==> config.mk <==
export PLATFORM = sky130hd
export DESIGN_NAME = rgb_pwm_driver
export DESIGN_NICKNAME = d
export VERILOG_FILES = /design/src/rtl/rgb_pwm_driver.sv
export SDC_FILE = /design/constraint.sdc
export NUM_CORES = 1
export LEC_CHECK = 0
export BUFFER_PORTS_ARGS = -buffer_cell sky130_fd_sc_hd__buf_2
export CORE_MARGIN = 2
export CORE_UTILIZATION = 45
export CTS_BUF_LIST = sky130_fd_sc_hd__clkbuf_2
export CTS_CLUSTER_DIAMETER = 100
export CTS_CLUSTER_SIZE = 24
export DETAILED_ROUTE_END_ITERATION = 16
export PLACE_DENSITY = 0.65
export SLEW_MARGIN = 40
export SYNTH_ARGS = -nofsm -noshare
export SYNTH_HDL_FRONTEND = slang
export SYNTH_SLANG_ARGS = --single-unit
==> constraint.sdc <==
create_clock -name clk -period 2 [get_ports clk]
set_clock_uncertainty 0.15 [all_clocks]
set_input_delay 0.6 -clock clk [delete_from_list [all_inputs] [get_ports clk]]
set_output_delay 0.6 -clock clk [all_outputs]
set_load 0.02 [all_outputs]
==> src/rtl/rgb_pwm_driver.sv <==
// rgb_pwm_driver: glitch-free 3-channel PWM for the RGB LED.
// Optional macro RGB_PWM_GAMMA_EN maps duty through g(d)=(d*d+d)>>8.
module rgb_pwm_driver #(
  parameter int unsigned PRESCALE = 1
) (
  input  logic       clk,
  input  logic       rst,
  input  logic       in_valid,
  output logic       in_ready,
  input  logic [7:0] in_r,
  input  logic [7:0] in_g,
  input  logic [7:0] in_b,
  output logic       period_start,
  output logic       RGB_R,
  output logic       RGB_G,
  output logic       RGB_B
);

  localparam int unsigned PW =
    (PRESCALE > 1) ? $clog2(PRESCALE) : 1;
  localparam logic [PW-1:0] PRE_MAX =
    PW'(PRESCALE - 1);

  logic [PW-1:0] pre_cnt;
  logic [7:0]    pwm_cnt;
  logic          tick;
  logic          wrap;
  logic          wrap_q;

  logic          pend_valid;
  logic [7:0]    pend_r;
  logic [7:0]    pend_g;
  logic [7:0]    pend_b;
  logic [7:0]    act_r;
  logic [7:0]    act_g;
  logic [7:0]    act_b;
  logic [7:0]    duty_r;
  logic [7:0]    duty_g;
  logic [7:0]    duty_b;
  logic          accept;
  logic          commit;

  assign tick = (pre_cnt == PRE_MAX);
  assign wrap = tick && (pwm_cnt == 8'hff);

  // reset holds the buffer closed; commit
  // looks only at the registered pend_valid
  assign in_ready = !pend_valid && !rst;
  assign accept   = in_valid && in_ready;
  assign commit   = wrap && pend_valid;

  // prescaler: one pwm step every PRESCALE clocks
  always_ff @(posedge clk) begin
    if (rst) begin
      pre_cnt <= '0;
    end else if (tick) begin
      pre_cnt <= '0;
    end else begin
      pre_cnt <= pre_cnt + PW'(1);
    end
  end

  // pwm step counter, wraps 255 -> 0
  always_ff @(posedge clk) begin
    if (rst) begin
      pwm_cnt <= '0;
    end else if (tick) begin
      pwm_cnt <= pwm_cnt + 8'd1;
    end
  end

  // one-entry pending buffer
  always_ff @(posedge clk) begin
    if (rst) begin
      pend_valid <= 1'b0;
      pend_r     <= '0;
      pend_g     <= '0;
      pend_b     <= '0;
    end else if (accept) begin
      pend_valid <= 1'b1;
      pend_r     <= in_r;
      pend_g     <= in_g;
      pend_b     <= in_b;
    end else if (commit) begin
      pend_valid <= 1'b0;
    end
  end

  // active duty only changes on a period boundary
  always_ff @(posedge clk) begin
    if (rst) begin
      act_r <= '0;
      act_g <= '0;
      act_b <= '0;
    end else if (commit) begin
      act_r <= pend_r;
      act_g <= pend_g;
      act_b <= pend_b;
    end
  end

`ifdef RGB_PWM_GAMMA_EN
  function automatic logic [7:0] gamma_map(
    input logic [7:0] d
  );
    logic [15:0] dw;
    logic [15:0] sq;
    dw = {8'd0, d};
    sq = (dw * dw) + dw;
    return sq[15:8];
  endfunction

  assign duty_r = gamma_map(act_r);
  assign duty_g = gamma_map(act_g);
  assign duty_b = gamma_map(act_b);
`else
  assign duty_r = act_r;
  assign duty_g = act_g;
  assign duty_b = act_b;
`endif

  // registered compare keeps the pins glitch-free
  always_ff @(posedge clk) begin
    if (rst) begin
      RGB_R <= 1'b0;
      RGB_G <= 1'b0;
      RGB_B <= 1'b0;
    end else begin
      RGB_R <= (pwm_cnt < duty_r);
      RGB_G <= (pwm_cnt < duty_g);
      RGB_B <= (pwm_cnt < duty_b);
    end
  end

  // period_start lines up with the pwm_cnt=0 sample
  always_ff @(posedge clk) begin
    if (rst) begin
      wrap_q       <= 1'b0;
      period_start <= 1'b0;
    end else begin
      wrap_q       <= wrap;
      period_start <= wrap_q;
    end
  end

endmodule

* After elaboration in Yosys (flattened, before gate mapping)
Cells that the tools add are included.
** Storage, ports and cells
- Register bits after elaboration :: 63
- Input bits :: 27
- Output and inout bits :: 5
- Logic and storage cells :: 31
** Cells by class
- Add/subtract/negate cells :: 2
- Order comparisons :: 3
- Equal/unequal tests :: 1
- Muxes and demuxes :: 2
- Bitwise operators :: 1
- Reductions and logical operators :: 8
** Operator list (number)
- less-than comparator 8 bit :: 3
- adder 8 x 1 -> 8 bit, second input constant :: 1
- equality test 8 bit, second input constant :: 1
- logical AND 1 bit :: 4
- zero test 1 bit :: 2
- two-way mux 1 bit :: 2
- nonzero test 2 bit :: 1
- OR reduction 2 bit :: 1
- adder 1 bit, second input constant :: 1
- NOT 1 bit :: 1

* Longest topological paths before layout
Gate-level depths: netlist of the first run.
- Depth in word-level cells :: 5
- Depth in mapped cells :: 6
- Depth with buffers taken out :: 5

* Least setup slack after synthesis of the first run
No wires, ideal clock.
- Path type :: input port to output port
- Start :: input port rst
- End :: output port in_ready
- Arrival time :: 1240 ps
- Data required time :: 1250 ps
- Path slack :: 10 ps
- Stages :: 3
- Path buffers :: 2
- Cells stage by stage :: buf_2 > buf_1 > nor2_1
** Between the ends
- Word-level cells in the longest chain between the ends :: 2
** Ends and longest elaborated chain
- start, declared :: line 7 : input logic rst,
- zero test 1 bit :: line 48 : assign in_ready = !pend_valid && !rst;
- logical AND 1 bit :: line 48
- end, declared :: line 9 : output logic in_ready,
No other way between the ends.

* Worst setup path in the final report of the first run
- Start :: register pend_valid
- End :: output port in_ready
** Between the ends
- Word-level cells in the longest chain between the ends :: 2
** Ends and longest elaborated chain
- start, declared :: line 30 : logic pend_valid;
- start signal, assigned :: line 75 : pend_valid <= 1'b0;
- start signal, assigned :: line 80 : pend_valid <= 1'b1;
- start signal, assigned :: line 85 : pend_valid <= 1'b0;
- zero test 1 bit :: line 48
- logical AND 1 bit :: line 48
No other way between the ends.

==> results.toml, run 1 <==
[status]
status = "finished clean"

[critical_path]
crit_fanout = 4
critPathKind = "flop to primary output"
cp.required_ns = 1.25
endpoint = "in_ready"
ff2ff_path_depth = 4
crit_arrival_ns = 1.14
r2r_end = "RGB_R"
startpoint = "pend_valid"
worstReg2RegStart = "pwm_cnt[3]"
startpoint_type = "flop"
cp-end-kind = "primary output"
r2r_setup_slack_ns = 0.17

[synth]
synth.largest_area_cell = "dfxtp_1"
syn_avg_cell_area_um2 = 9.142
synthAdderAreaFrac_pct = 10.04
synth_top_family_by_area = "simple AND/OR/NAND/NOR gates"
synth_xor_area_share_pct = 1.277
synth_compound_area_share_pct = 9.991
yosysWarnings = 0
syn_nets = 349
ys_seq_area_share_pct = 45.99
postSynthCellCount = 300
ys_ff_latch = 63
synthSimpleGateAreaFrac_pct = 16.97
ys_types = 31
synth_area_um2 = 2743
synth_area_leaders = "dfxtp_1 46%, ha_1 10%, nand2_1 10%"
synth_mux_area_share_pct = 9.945
synthDominantCellAreaShare_pct = 45.99

[drt]
drtIter0Drc = 106
final_antenna_net_count = 0
wl_um = 5120
dr.pass1.iters = 4
drt-vias-per-instance = 4.860
drc = 0
num_vias = 2007
wl_per_cell_um = 12.40

[finish]
final_area_um2 = 3146
n_fill_cell = 576
regArea_um2 = 1264
final_cell_mix = "73 x nand2_1, 61 x dfxtp_1, 31 x buf_2, 28 x o21ai_0, 25 x mux2i_1"
final_common_cell = "nand2_1"
multi_input_area_um2 = 1333
layout.nets = 382
area_delta_synth_final_pct = 14.69
antenna_cells = 0
layout-drive-gt1-share_pct = 17.75

[timing]
fin_setup_tns_ns = 0
setup_violations = 0
hold_viol_final = 0
fmax_mhz = 530.3
finalWorstSetupSlack_ns = 0.1144
final-max-slew-violation-count = 0
min_period_ns = 1.886
post-route-period-util_pct = 94.28
grt_setup_unrepaired = "false"

[clock_tree]
cts_sinks = 63
clk_pin_slew_worst_paths_ns = 0.19
cts_buffers = 9
cts_buffer_depth = 2
cts_tree = "done"
post_cts_buffers = 0
cts-root-buf = "clkbuf_2"
insertion_delay_ns = 0.49
cts.htree.levels = 3

[placement]
gp_congestion = 0.7246
hpwlAfterDp_um = 3488
dp_slack_ns = 0.08335
numPortBuffers = 31
placed_cell_area_um2 = 3000

[floorplanning]
rows = 28
die_x_um = 82.07
core_area_um2 = 5921
start_util_pct = 46.32
die_height_um = 82.07
dieArea_um2 = 6735
num_io_pins = 32

[pwr]
ir_drop_mv = 0.4519
power_mw = 2.397
pwr_density_cell_nw_per_um2 = 762.1
p_leak_nw = 1.389

[global_route]
grt_pass1_wl_um = 8866
grt_busiest_layer = "met2"
grt_pass1_vias = 1890
met1_usage_pct = 24.15
grt_max_degree = 50
antenna_found_initial = 0
grt_overflow_total = 0
grtUsageMet2_pct = 26.91
track_usage_pct = 17.88
met3_usage_pct = 4.725

[job]
drv_cap = 0

[min_path]
min_path_type = "input pin to flop"
through the flow:
stage               std cells  hold WS [ns]  util [%]
floorplan                 300        0.2638         -
global placement          397        0.2736     50.68
detailed placement        397        0.2874     50.68
CTS                       413        0.1008     53.11
global route              413       0.09701     53.13
finish                    413        0.1296     53.13
where the power goes:
group / internal (mW) / switching (mW)
Clock: 0.415 / 0.487
Combinational: 0.0726 / 0.0909
Sequential: 1.31 / 0.0254
cells by family after synthesis:
kind of cell             after synthesis
other                                  1
buffers and inverters                 36
AND/OR/NAND/NOR                      102
AO/OA/AOI/OAI                         45
multiplexers                          27
XOR/XNOR                               4
flip-flops                            63
adder cells (fa/ha/maj)               22
registers in the layout, indices dropped and copies added, names as in the netlist, 8 cells and up:
| signal | count |
|---|---|
| act_b | 8 |
| act_g | 8 |
| act_r | 8 |
| pend_b | 8 |
| pend_g | 8 |
| pend_r | 8 |
| pwm_cnt | 8 |
synth_stat cells, drive strengths merged:
cell type  count
dfxtp         63
o2111a         3
nor2           9
a21oi          4
o21ai         28
ha            22
and4b          2
buf            7
inv           22
or3            1
a31o           1
nand4b         1
and3           1
xnor2          3
nand4          1
a2111oi        3
mux2i         25
clkbuf         7
xor2           1
nand3          3
a211oi         3
nor2b          7
nand2         73
nor3b          4
conb           1
mux2           2
o211ai         3
worst min-delay path by stage:
stage | from | to | slack, ns | depth (start not counted)
after global placement | wrap_q | period_start | 0.27 | 1
after global routing | in_b[3] | pend_b[3] | 0.1 | 3
after CTS | in_b[5] | pend_b[5] | 0.10 | 3
final | in_b[5] | pend_b[5] | 0.13 | 3
after floorplan | wrap_q | period_start | 0.26 | 1
after detailed placement | wrap_q | period_start | 0.29 | 1
repair_timing:
| item | CTS | global route |
|---|---|---|
| gates resized for setup | 1 | 1 |
| pin swaps | 0 | 0 |
| hold buffers | 0 | 0 |
| endpoints found under the setup margin | 1 | 3 |
worst max-delay path, stage by stage (launching register included):
cell and delay, ns:
dfxtp_2 0.40, nor2_1 0.10, buf_2 0.16
per-layer routing:
layer / up-vias / wire length (µm)
li1: 1079 / -
met1: 887 / 2579
met2: 34 / 2208
met3: 7 / 253
met4: 0 / 78
met5: - / 0
cell type report:
class                   instances  share of cell area (%)
inverters                      22                   2.625
clock buffers                   9                   1.432
repair buffers                 36                   7.319
clock inverters                 7                   3.103
flip-flops and latches         63                   40.17
multi-input cells             201                   42.36
well taps                      75                   2.983
Note: power is estimated with default switching activity, not from simulation.
==> run 2, diff against run 1 <==
--- a/config.mk
+++ b/config.mk
@@ -12,6 +12,7 @@
 export CTS_CLUSTER_DIAMETER = 100
 export CTS_CLUSTER_SIZE = 24
 export DETAILED_ROUTE_END_ITERATION = 16
+export MAX_ROUTING_LAYER = met4
 export PLACE_DENSITY = 0.65
 export SLEW_MARGIN = 40
 export SYNTH_ARGS = -nofsm -noshare
==> run 2 against run 1 <==
Final area did not move. Sequential power about the same. Register-to-register slack barely moved. Die area unchanged. Clock power hardly changed. Total power barely moved. First-iteration DRC count grew 4.7%. Fmax about the same. Critical endpoint unchanged. Highest routed layer unchanged.
==> results.toml, run 2 (synthesized netlist as in run 1, its figures left out) <==
[status]
status = "finished clean"

[drt]
final_antenna_net_count = 0
drc = 0
dr.pass1.iters = 4
drt-vias-per-instance = 4.869
num_vias = 2011
wl_per_cell_um = 12.35
drtIter0Drc = 111
wl_um = 5101

[critical_path]
cp-end-kind = "primary output"
startpoint_type = "flop"
crit_arrival_ns = 1.14
critPathKind = "flop to primary output"
crit_fanout = 4
cp.required_ns = 1.25

[clock_tree]
cts_buffers = 9
cts_tree = "done"
cts_hold_buffers = 0
cts_sinks = 63
cts-root-buf = "clkbuf_2"
insertion_delay_ns = 0.49
cts_buffer_depth = 2
cts.htree.levels = 3
clk_pin_slew_worst_paths_ns = 0.19
post_cts_buffers = 0

[floorplanning]
dieArea_um2 = 6735
die_x_um = 82.07
rows = 28
num_io_pins = 32
core_area_um2 = 5921
start_util_pct = 46.32
die_height_um = 82.07

[placement]
numPortBuffers = 31
hpwlAfterDp_um = 3488
dp_cells = 397
placed_cell_area_um2 = 3000
dp_slack_ns = 0.08335
gp_congestion = 0.7332

[global_route]
grt_pass1_wl_um = 8859
grt_overflow_total = 0
grt_busiest_layer = "met2"
met3_usage_pct = 4.615
antenna_found_initial = 0
grt_max_degree = 50
grt_pass1_vias = 1885
grtUsageMet2_pct = 26.91
track_usage_pct = 18.38
met1_usage_pct = 24.22

[timing]
fin_setup_tns_ns = 0
fmax_mhz = 529.9
setup_violations = 0
post-route-period-util_pct = 94.36
final-max-slew-violation-count = 0
whs_ns = 0.1353
finalWorstSetupSlack_ns = 0.1128
grt_setup_unrepaired = "false"
hold_viol_final = 0
min_period_ns = 1.887

[finish]
final_area_um2 = 3146
layout.nets = 382
final_core_util_pct = 53.13
area_delta_synth_final_pct = 14.69
final_common_cell = "nand2_1"
layout-drive-gt1-share_pct = 17.75
antenna_cells = 0
final_cell_mix = "73 x nand2_1, 61 x dfxtp_1, 31 x buf_2, 28 x o21ai_0, 25 x mux2i_1"
final_cells = 413

[job]
drv_cap = 0

[pwr]
power_mw = 2.396
p_leak_nw = 1.389
ir_drop_mv = 0.4518
pwr_density_cell_nw_per_um2 = 761.8

[min_path]
min_path_type = "input pin to flop"
[run 2: worst paths after layout]
check / start / to / slack (ns) / depth (start not counted)
worst max-delay path: pend_valid / in_ready / 0.11 / 2
worst min-delay path: in_b[5] / pend_b[5] / 0.14 / 3
worst max register to register: pwm_cnt[3] / RGB_R / 0.17 / 4
worst min register to register: wrap_q / period_start / 0.31 / 1
[run 2: metal layers]
metal | part of all wire (%) | vias to the layer above
met3 | 4.6 | 12
li1 | - | 1078
met1 | 50 | 890
met5 | 0 | -
met4 | 2.1 | 0
met2 | 43 | 31
[run 2: worst max-delay path, stage by stage, from the launching register on]
cell     delay, ns
dfxtp_2       0.40
nor2_1        0.10
buf_2         0.16
[run 2: final cells by class]
| type | count | area [µm²] |
|---|---|---|
| Sequential cell | 63 | 1264 |
| Fill cell | 576 | 2775 |
| Tap cell | 75 | 93.84 |
| Inverter | 22 | 82.58 |
| Clock buffer | 9 | 45.04 |
| Multi-Input combinational cell | 201 | 1333 |
| Timing Repair Buffer | 36 | 230.2 |
| Clock inverter | 7 | 97.59 |
[run 2: timing repair]
action | CTS | global route
gates resized for setup | 1 | 1
endpoints found under the setup margin | 1 | 3
pin swaps | 0 | 0
[run 2: report_power, final]
group | internal (mW) | switching, mW | total, mW
logic | 0.0727 | 0.0904 | 0.163
registers | 1.31 | 0.0256 | 1.33
clock network | 0.415 | 0.486 | 0.901
total | 1.79 | 0.602 | 2.40
